<file path="config.mk">
export PLATFORM = sky130hd
export DESIGN_NAME = lsu
export DESIGN_NICKNAME = d
export VERILOG_FILES = /design/src/rtl/lsu.sv
export SDC_FILE = /design/constraint.sdc
export NUM_CORES = 1
export LEC_CHECK = 0
export ABC_AREA = 0
export BUFFER_PORTS_ARGS = -buffer_cell sky130_fd_sc_hd__buf_2
export CORE_MARGIN = 5
export CORE_UTILIZATION = 50
export CTS_CLUSTER_DIAMETER = 200
export DETAILED_ROUTE_END_ITERATION = 7
export GPL_ROUTABILITY_DRIVEN = 0
export GPL_TIMING_DRIVEN = 0
export PLACE_DENSITY_LB_ADDON = 0.1
export SYNTH_ARGS = -nofsm -noshare
export SYNTH_HDL_FRONTEND = slang
export SYNTH_SLANG_ARGS = --single-unit
</file>
<file path="constraint.sdc">
create_clock -name clk -period 3.7 [get_ports clk]
set_clock_uncertainty 0.2 [all_clocks]
set_input_delay 0.37 -clock clk [delete_from_list [all_inputs] [get_ports clk]]
set_output_delay 0.37 -clock clk [all_outputs]
set_load 0.02 [all_outputs]
</file>
<file path="src/rtl/lsu.sv">
// lsu: load/store unit issuing one naturally aligned req/ack bus access per request,
// returning extended load data or a fault for illegal/misaligned accesses.
module lsu #(
    parameter int XLEN = 32
) (
    input  logic              clk,
    input  logic              rst,
    input  logic              req_valid,
    output logic              req_ready,
    input  logic              is_store,
    input  logic [2:0]        funct3,
    input  logic [XLEN-1:0]   address,
    input  logic [XLEN-1:0]   store_data,
    output logic              resp_valid,
    output logic [XLEN-1:0]   resp_data,
    output logic              fault,
    output logic              mem_req,
    output logic              mem_we,
    output logic [XLEN-1:0]   mem_addr,
    output logic [XLEN-1:0]   mem_wdata,
    output logic [XLEN/8-1:0] mem_wstrb,
    input  logic              mem_ack,
    input  logic [XLEN-1:0]   mem_rdata
);
    localparam int NB = XLEN / 8;
    localparam int OW = $clog2(NB);
    typedef enum logic [1:0] {IDLE, BUS, RESP} state_t;
    state_t state, state_nx;
    logic st_q, fault_q, illegal, misaligned, accept, sx;
    logic [2:0] f3_q;
    logic [XLEN-1:0] addr_q, sd_q, rdata_q, lane;
    logic [OW-1:0] off;
    logic [7:0] smask;
    logic [63:0] lane64, ext64;
    always_comb begin
        accept = state == IDLE && req_valid;
        illegal = funct3 == 3'b111 || (is_store && funct3[2]) ||
                  (XLEN == 32 && (funct3 == 3'b011 || funct3 == 3'b110));
        misaligned = funct3[1:0] == 2'b01 ? address[0] :
                     funct3[1:0] == 2'b10 ? |address[1:0] :
                     funct3[1:0] == 2'b11 ? |address[2:0] : 1'b0;
    end
    always_ff @(posedge clk or posedge rst) begin
        if (rst) state <= IDLE;
        else     state <= state_nx;
    end
    always_comb begin
        state_nx = state == IDLE ? (req_valid ? ((illegal || misaligned) ? RESP : BUS) : IDLE) :
                   state == BUS  ? (mem_ack ? RESP : BUS) : IDLE;
    end
    // Load data is extended at capture so RESP just presents the register.
    always_ff @(posedge clk or posedge rst) begin
        if (rst) begin
            st_q    <= 1'b0;
            fault_q <= 1'b0;
            f3_q    <= '0;
            addr_q  <= '0;
            sd_q    <= '0;
            rdata_q <= '0;
        end else if (accept) begin
            st_q    <= is_store;
            fault_q <= illegal || misaligned;
            f3_q    <= funct3;
            addr_q  <= address;
            sd_q    <= store_data;
            rdata_q <= '0;
        end else if (state == BUS && mem_ack && !st_q) begin
            rdata_q <= ext64[XLEN-1:0];
        end
    end
    always_comb begin
        off    = addr_q[OW-1:0];
        smask  = f3_q[1:0] == 2'b00 ? 8'h01 : f3_q[1:0] == 2'b01 ? 8'h03 :
                 f3_q[1:0] == 2'b10 ? 8'h0F : 8'hFF;
        lane   = mem_rdata >> {off, 3'b000};
        lane64 = 64'(lane);
        sx     = ~f3_q[2];
        ext64  = f3_q[1:0] == 2'b00 ? {{56{sx & lane64[7]}}, lane64[7:0]} :
                 f3_q[1:0] == 2'b01 ? {{48{sx & lane64[15]}}, lane64[15:0]} :
                 f3_q[1:0] == 2'b10 ? {{32{sx & lane64[31]}}, lane64[31:0]} : lane64;
        req_ready  = state == IDLE;
        mem_req    = state == BUS;
        mem_we     = mem_req && st_q;
        mem_addr   = mem_req ? addr_q & ~XLEN'(NB - 1) : '0;
        mem_wdata  = mem_req ? sd_q << {off, 3'b000} : '0;
        mem_wstrb  = mem_we ? NB'(smask) << off : '0;
        resp_valid = state == RESP;
        resp_data  = resp_valid ? rdata_q : '0;
        fault      = resp_valid && fault_q;
    end
endmodule

</file>
==> reports/results.tsv, run 1 <==
stage	metric	value	unit
worst_hold_path	hp-class	input port to flop	
timing	slew_headroom	0.5357	
clock_network	cts_buffer_depth	2	
synthesis	synth-main-ff-cell	dfrtp_1	
floorplanning	ios	209	
timing	slew_violations	0	
global_route	grt_pass1_wl	27970	um
synthesis	synthCells	634	
worst_setup_path	r2r-end	rdata_q[0]	
timing	period_share	0.8032	
placed_design	io_buffers	206	
synthesis	ys_seq_elements	103	
power	leakagePower	0.004095	uW
synthesis	syn-cell-area	0.005559	mm2
global_route	track_usage	0.2680	
detailed_routing	drtPass1Iterations	6	
job	drv_cap	0	
cells_and_area	final_common_cell	buf_2	
clock_network	path_clk_slew	100	ps
synthesis	synthArstFlopShare	1.000	
detailed_routing	first_iter_violations	345	
cells_and_area	mostFrequentLayoutCells	217 x buf_2, 215 x nand2_1, 103 x dfrtp_1, 73 x and2_1, 58 x dlygate4sd3_1	
clock_network	post_cts_buffers	0	
floorplanning	row_count	38	
worst_hold_path	min_path_cells	3	
synthesis	synth_cell_types	42	
worst_setup_path	path_max_fanout	10	
worst_setup_path	reg2reg_depth	5	
placed_design	dp.final_hpwl	12900	um
detailed_routing	antenna_left	0	
clock_network	cts.sinks	103	
synthesis	yosys_warnings	0	
cells_and_area	syn2layout_area_growth	36.08	%
timing	fmax	336.5	MHz
global_route	overflow	0	
timing	rsz0062_at_grt	false	
worst_setup_path	r2r_slack	1530	ps
synthesis	synth_area_per_cell	8.768	um2
global_route	grt_pass1_vias	5643	
synthesis	synth_seq_area_share	0.4637	
clock_network	cts_resized	0	
floorplanning	start_util	0.5106	
timing	setup_viol	0	
worst_setup_path	setup.worst_path.class	flop to output pin	
clock_network	root_buffer	clkbuf_8	
cells_and_area	fin_cells	1057	
worst_setup_path	end_kind	output pin	
clock_network	cts_tree	built	
run_status	status	completed	
timing	fin_tns_setup	0	ps
detailed_routing	drt-wirelength-per-cell	16.98	um
worst_setup_path	r2r_start	addr_q[1]	
worst_setup_path	cp.required	3130	ps
power	ir_worst_vdd	241.7	uV
timing	finalCriticalPeriod	2972	ps
power	powerDensity	477.8	mW/mm2
cells_and_area	drive_above_1_share	0.2860	
timing	hold_viol	0	
worst_setup_path	worstSetupStartpointType	flop	
clock_network	cts_max_level	3	
worst_setup_path	crit_arrival	2400	ps
global_route	antenna_found_initial	0	
worst_hold_path	min_to	addr_q[28]	
synthesis	synth-edff-count	0	
timing	worst_pin_slew	695.0	ps
clock_network	cts_buffers	9	
detailed_routing	wirelength	17950	um
detailed_routing	dr_total_vias	5660	
global_route	grt_max_degree	71	
floorplanning	die_x	115.4	um
placed_design	dp_cells	982	
detailed_routing	routed_via_density	5.355	
detailed_routing	drc	0	
worst_hold_path	holdCritStartpoint	address[28]	
floorplanning	dieArea	0.01333	mm2
floorplanning	fp.dieH	115.4	um
floorplanning	core-area	0.01089	mm2
cells_and_area	nNetsFinal	1015	
clock_network	clk_latency	370	ps
worst max-delay path, stage by stage (launching register included):
cell	delay (ps)
dfrtp_1	390
buf_6	170
buf_2	230
buf_2	330
buf_2	280
a211oi_1	100
a211oi_1	300
buf_2	230
area by class of cell:
type                    count  area, um2
diodes                      1      2.502
plain buffers              50      225.2
clock buffers              12      155.1
clock inverters             4      27.53
fillers                   926       3323
inverters                  12      47.55
multi-input cells         470       2715
flip-flops and latches    103       2577
well taps                 140      175.2
repair buffers            265       1639
sequential cells by signal, indices dropped and copies added, names as in the netlist:
signal	count
fault_q	1
addr_q	32
sd_q	32
st_q	1
state	2
rdata_q	32
f3_q	3
where the power goes:
part	leakage [uW]	switching (uW)	total, uW	internal (uW)
Clock	0.0000972	398	684	285
Sequential	0.00132	187	1560	1380
Combinational	0.00268	811	1370	556
cell families (layout without fill, tap and decap cells):
kind of cell / after synthesis / in the layout / synth area share
buffers and inverters: 62 / 343 / 0.04861
AO/OA/AOI/OAI: 76 / 76 / 0.1168
flip-flops: 103 / 103 / 0.4637
multiplexers: 42 / 42 / 0.08350
other: 1 / 3 / 0.0006746
AND/OR/NAND/NOR: 350 / 350 / 0.2867
metrics by stage:
stage                     utilization  worst slack, ps  hold slack, ps  total power (uW)  instance area [um2]
after floorplan                     -            426.2           237.4              2460                 5563
after global placement         0.6217           -790.0           249.4              2845                 6769
after detailed placement       0.6245             1113           219.5              2895                 6799
after CTS                      0.6946            705.0        0.008826              3620                 7562
after global routing           0.6946            564.6           5.723              3841                 7562
final                          0.6948            728.3           9.024              3614                 7565
cells in the mapped netlist (2+ instances only):
master,number,area [um2]
dfrtp_1,103,2577
nand3_1,16,80.08
buf_6,2,22.52
mux2i_1,25,250.2
nor2_1,22,82.58
a221o_1,7,70.07
inv_1,12,45.04
nor2b_1,10,62.56
a211oi_1,16,120.1
mux2_2,15,168.9
buf_2,11,55.05
a22oi_1,8,60.06
or3b_2,2,17.52
mux4_2,2,45.04
o221ai_2,2,30.03
o221ai_1,14,122.6
a21o_1,3,22.52
buf_4,2,15.01
clkbuf_1,30,112.6
and2_1,73,456.7
a32o_1,15,150.1
nand3b_1,2,15.01
buf_1,4,15.01
o21ai_0,5,25.02
nand2_1,215,807.0
nand2b_1,2,12.51
worst max-delay path by stage:
stage               from             to  slack [ps]  depth (start not counted)
2_1_floorplan        rst      addr_q[0]         430                          1
3_3_place_gp         rst     rdata_q[3]        -790                          2
3_5_place_dp   addr_q[0]  mem_wdata[31]        1110                          7
4_1_cts        addr_q[0]  mem_wdata[31]         710                          7
5_1_grt        addr_q[0]  mem_wdata[26]         560                          7
6_report       addr_q[0]  mem_wdata[30]         730                          7
routing by layer:
metal,vias to the layer above,track usage,part of all wire
met5,-,0,0
met4,0,0.1041,0.028
met3,32,0.03551,0.067
met2,223,0.4680,0.51
met1,2726,0.3390,0.39
li1,2679,-,-
repair_timing:
action | in CTS | in global routing
setup endpoints to repair | 0 | 0
endpoints found under the hold margin | 90 | 0
hold buffers | 58 | 0
Note: power is estimated with default switching activity, not from simulation.
==> run 2: changes to the inputs <==
--- a/config.mk
+++ b/config.mk
@@ -8,7 +8,7 @@
 export ABC_AREA = 0
 export BUFFER_PORTS_ARGS = -buffer_cell sky130_fd_sc_hd__buf_2
 export CORE_MARGIN = 5
-export CORE_UTILIZATION = 50
+export CORE_UTILIZATION = 45
 export CTS_CLUSTER_DIAMETER = 200
 export DETAILED_ROUTE_END_ITERATION = 7
 export GPL_ROUTABILITY_DRIVEN = 0
==> constraint.sdc (replaced) <==
create_clock -name clk -period 2.4 [get_ports clk]
set_clock_uncertainty 0.2 [all_clocks]
set_input_delay 0.24 -clock clk [delete_from_list [all_inputs] [get_ports clk]]
set_output_delay 0.24 -clock clk [all_outputs]
set_load 0.02 [all_outputs]
==> run 2 against run 1 <==
Net effect:
- setup slack lost 640 ps
- count of clock-buffer cells in the layout grew 1
- cell count grew 4.1%
- sequential share of layout area shrank 1.8 points
- non-clock buffer count grew 15
- clock power grew 130%
- first-iteration DRC count grew 14%
- critical endpoint is now mem_wdata[26]
- largest cell class unchanged
==> reports/results.tsv, run 2 (synthesis results as in run 1) <==
stage	metric	value	unit
run_status	status	completed	
worst_hold_path	hp-class	input port to flop	
timing	rsz0062_at_grt	false	
cells_and_area	mostFrequentLayoutCells	215 x nand2_1, 211 x buf_2, 102 x dfrtp_1, 73 x and2_1, 70 x dlygate4sd3_1	
worst_setup_path	worstSetupStartpointType	flop	
worst_setup_path	r2r_slack	240	ps
cells_and_area	largestRegisters	addr_q x32, rdata_q x32, sd_q x32	
detailed_routing	antenna_left	0	
floorplanning	start_util	0.4609	
detailed_routing	dr_total_vias	5735	
timing	period_share	0.9646	
cells_and_area	nNetsFinal	1031	
floorplanning	row_count	40	
floorplanning	die_x	121.1	um
clock_network	cts_buffers	9	
placed_design	dpl_cell_area	0.006848	mm2
detailed_routing	first_iter_violations	392	
worst_setup_path	r2r-end	rdata_q[6]	
global_route	grt_pass1_vias	5988	
timing	fin_ws	85.04	ps
floorplanning	dieArea	0.01468	mm2
cells_and_area	nFillCells	1033	
clock_network	cts_buffer_depth	2	
timing	fmax	432.0	MHz
detailed_routing	drtPass1Iterations	5	
cells_and_area	fin_cells	1100	
clock_network	cts.sinks	103	
clock_network	root_buffer	clkbuf_16	
worst_hold_path	min_path_cells	3	
power	ir_worst_vdd	380.8	uV
detailed_routing	drt-wirelength-per-cell	16.98	um
timing	fin_tns_setup	0	ps
timing	finalCriticalPeriod	2315	ps
global_route	overflow	0	
detailed_routing	drc	0	
detailed_routing	wirelength	18680	um
worst_setup_path	path_max_fanout	11	
global_route	grt_pass1_wl	29470	um
clock_network	cts_max_level	3	
floorplanning	ios	209	
clock_network	clk_latency	340	ps
placed_design	dp_cells	1011	
timing	hold_ws	19.63	ps
detailed_routing	routed_via_density	5.214	
floorplanning	core-area	0.01206	mm2
global_route	grt_max_degree	44	
timing	slew_headroom	0.5812	
floorplanning	fp.dieH	121.1	um
placed_design	preCtsSetupSlack	-62.30	ps
timing	setup_viol	0	
worst_setup_path	crit_arrival	1870	ps
cells_and_area	diodes	0	
worst_setup_path	setup.worst_path.class	flop to output pin	
worst_setup_path	cp.required	1960	ps
clock_network	path_clk_slew	70	ps
worst_setup_path	startpoint	addr_q[0]	
timing	hold_viol	0	
job	drv_cap	0	
timing	slew_violations	0	
worst_setup_path	crit_end	mem_wdata[26]	
cells_and_area	drive_above_1_share	0.3069	
placed_design	dp.final_hpwl	13550	um
worst_hold_path	holdCritStartpoint	mem_rdata[25]	
global_route	antenna_found_initial	0	
cells_and_area	final_common_cell	nand2_1	
worst_setup_path	r2r_start	state[1]	
worst_setup_path	reg2reg_depth	5	
cells_and_area	syn2layout_area_growth	43.96	%
power	powerDensity	784.2	mW/mm2
global_route	track_usage	0.2518	
clock_network	cts_tree	built	
timing	worst_pin_slew	626.9	ps
cells_and_area	final_cell_area	0.008003	mm2
cells_and_area	seqCellArea	0.002579	mm2
placed_design	io_buffers	206	
cells_and_area	multiInputGateArea	0.002768	mm2
power	leakagePower	0.004269	uW
worst_setup_path	end_kind	output pin	
-- run 2: worst min path at each step --
stage          slack [ps]     endpoint
6_report               20  rdata_q[25]
5_1_grt                10  rdata_q[25]
4_1_cts                10  rdata_q[25]
3_5_place_dp          160   addr_q[25]
3_3_place_gp          230      sd_q[1]
2_1_floorplan         150    addr_q[0]
-- run 2: worst max-delay path: stages (launching register included) --
cell and delay (ps):
dfrtp_1 410, buf_12 150, buf_6 170, buf_4 200
a211oi_1 90, a211oi_1 290, buf_2 230
-- run 2: per-layer routing --
| metal | wire, um | global-route usage | up-vias |
|---|---|---|---|
| met5 | 0 | 0 | - |
| met4 | 359 | 0.07493 | 0 |
| met3 | 1351 | 0.05221 | 33 |
| met2 | 9448 | 0.4463 | 240 |
| met1 | 7519 | 0.3086 | 2755 |
| li1 | - | - | 2707 |
-- run 2: final cells by class --
type                       count  share of cell area
tap                          168             0.02627
buffer                        45             0.03049
sequential                   103              0.3222
timing repair buffer         285              0.2280
multi-input combinational    471              0.3458
clock buffer                  13             0.03252
inverter                      12            0.006567
clock inverter                 3            0.008130
-- run 2: report_power, final --
group,switching [uW],internal (uW)
clock network,624,971
logic,1310,954
registers,290,2130
-- run 2: what timing repair did --
action	4_1_cts	5_1_grt
hold endpoints to repair	97	0
endpoints found under the setup margin	93	74
hold buffers	70	0
gates resized for setup	20	17
setup buffers	0	7
gates cloned	1	0
pin swaps	1	0
-- run 2: metrics by stage --
| step | power [uW] | utilization |
|---|---|---|
| 2_1_floorplan | 3792 | - |
| 3_3_place_gp | 4401 | 0.5644 |
| 3_5_place_dp | 4485 | 0.5677 |
| 4_1_cts | 6211 | 0.6554 |
| 5_1_grt | 6641 | 0.6635 |
| 6_report | 6275 | 0.6635 |
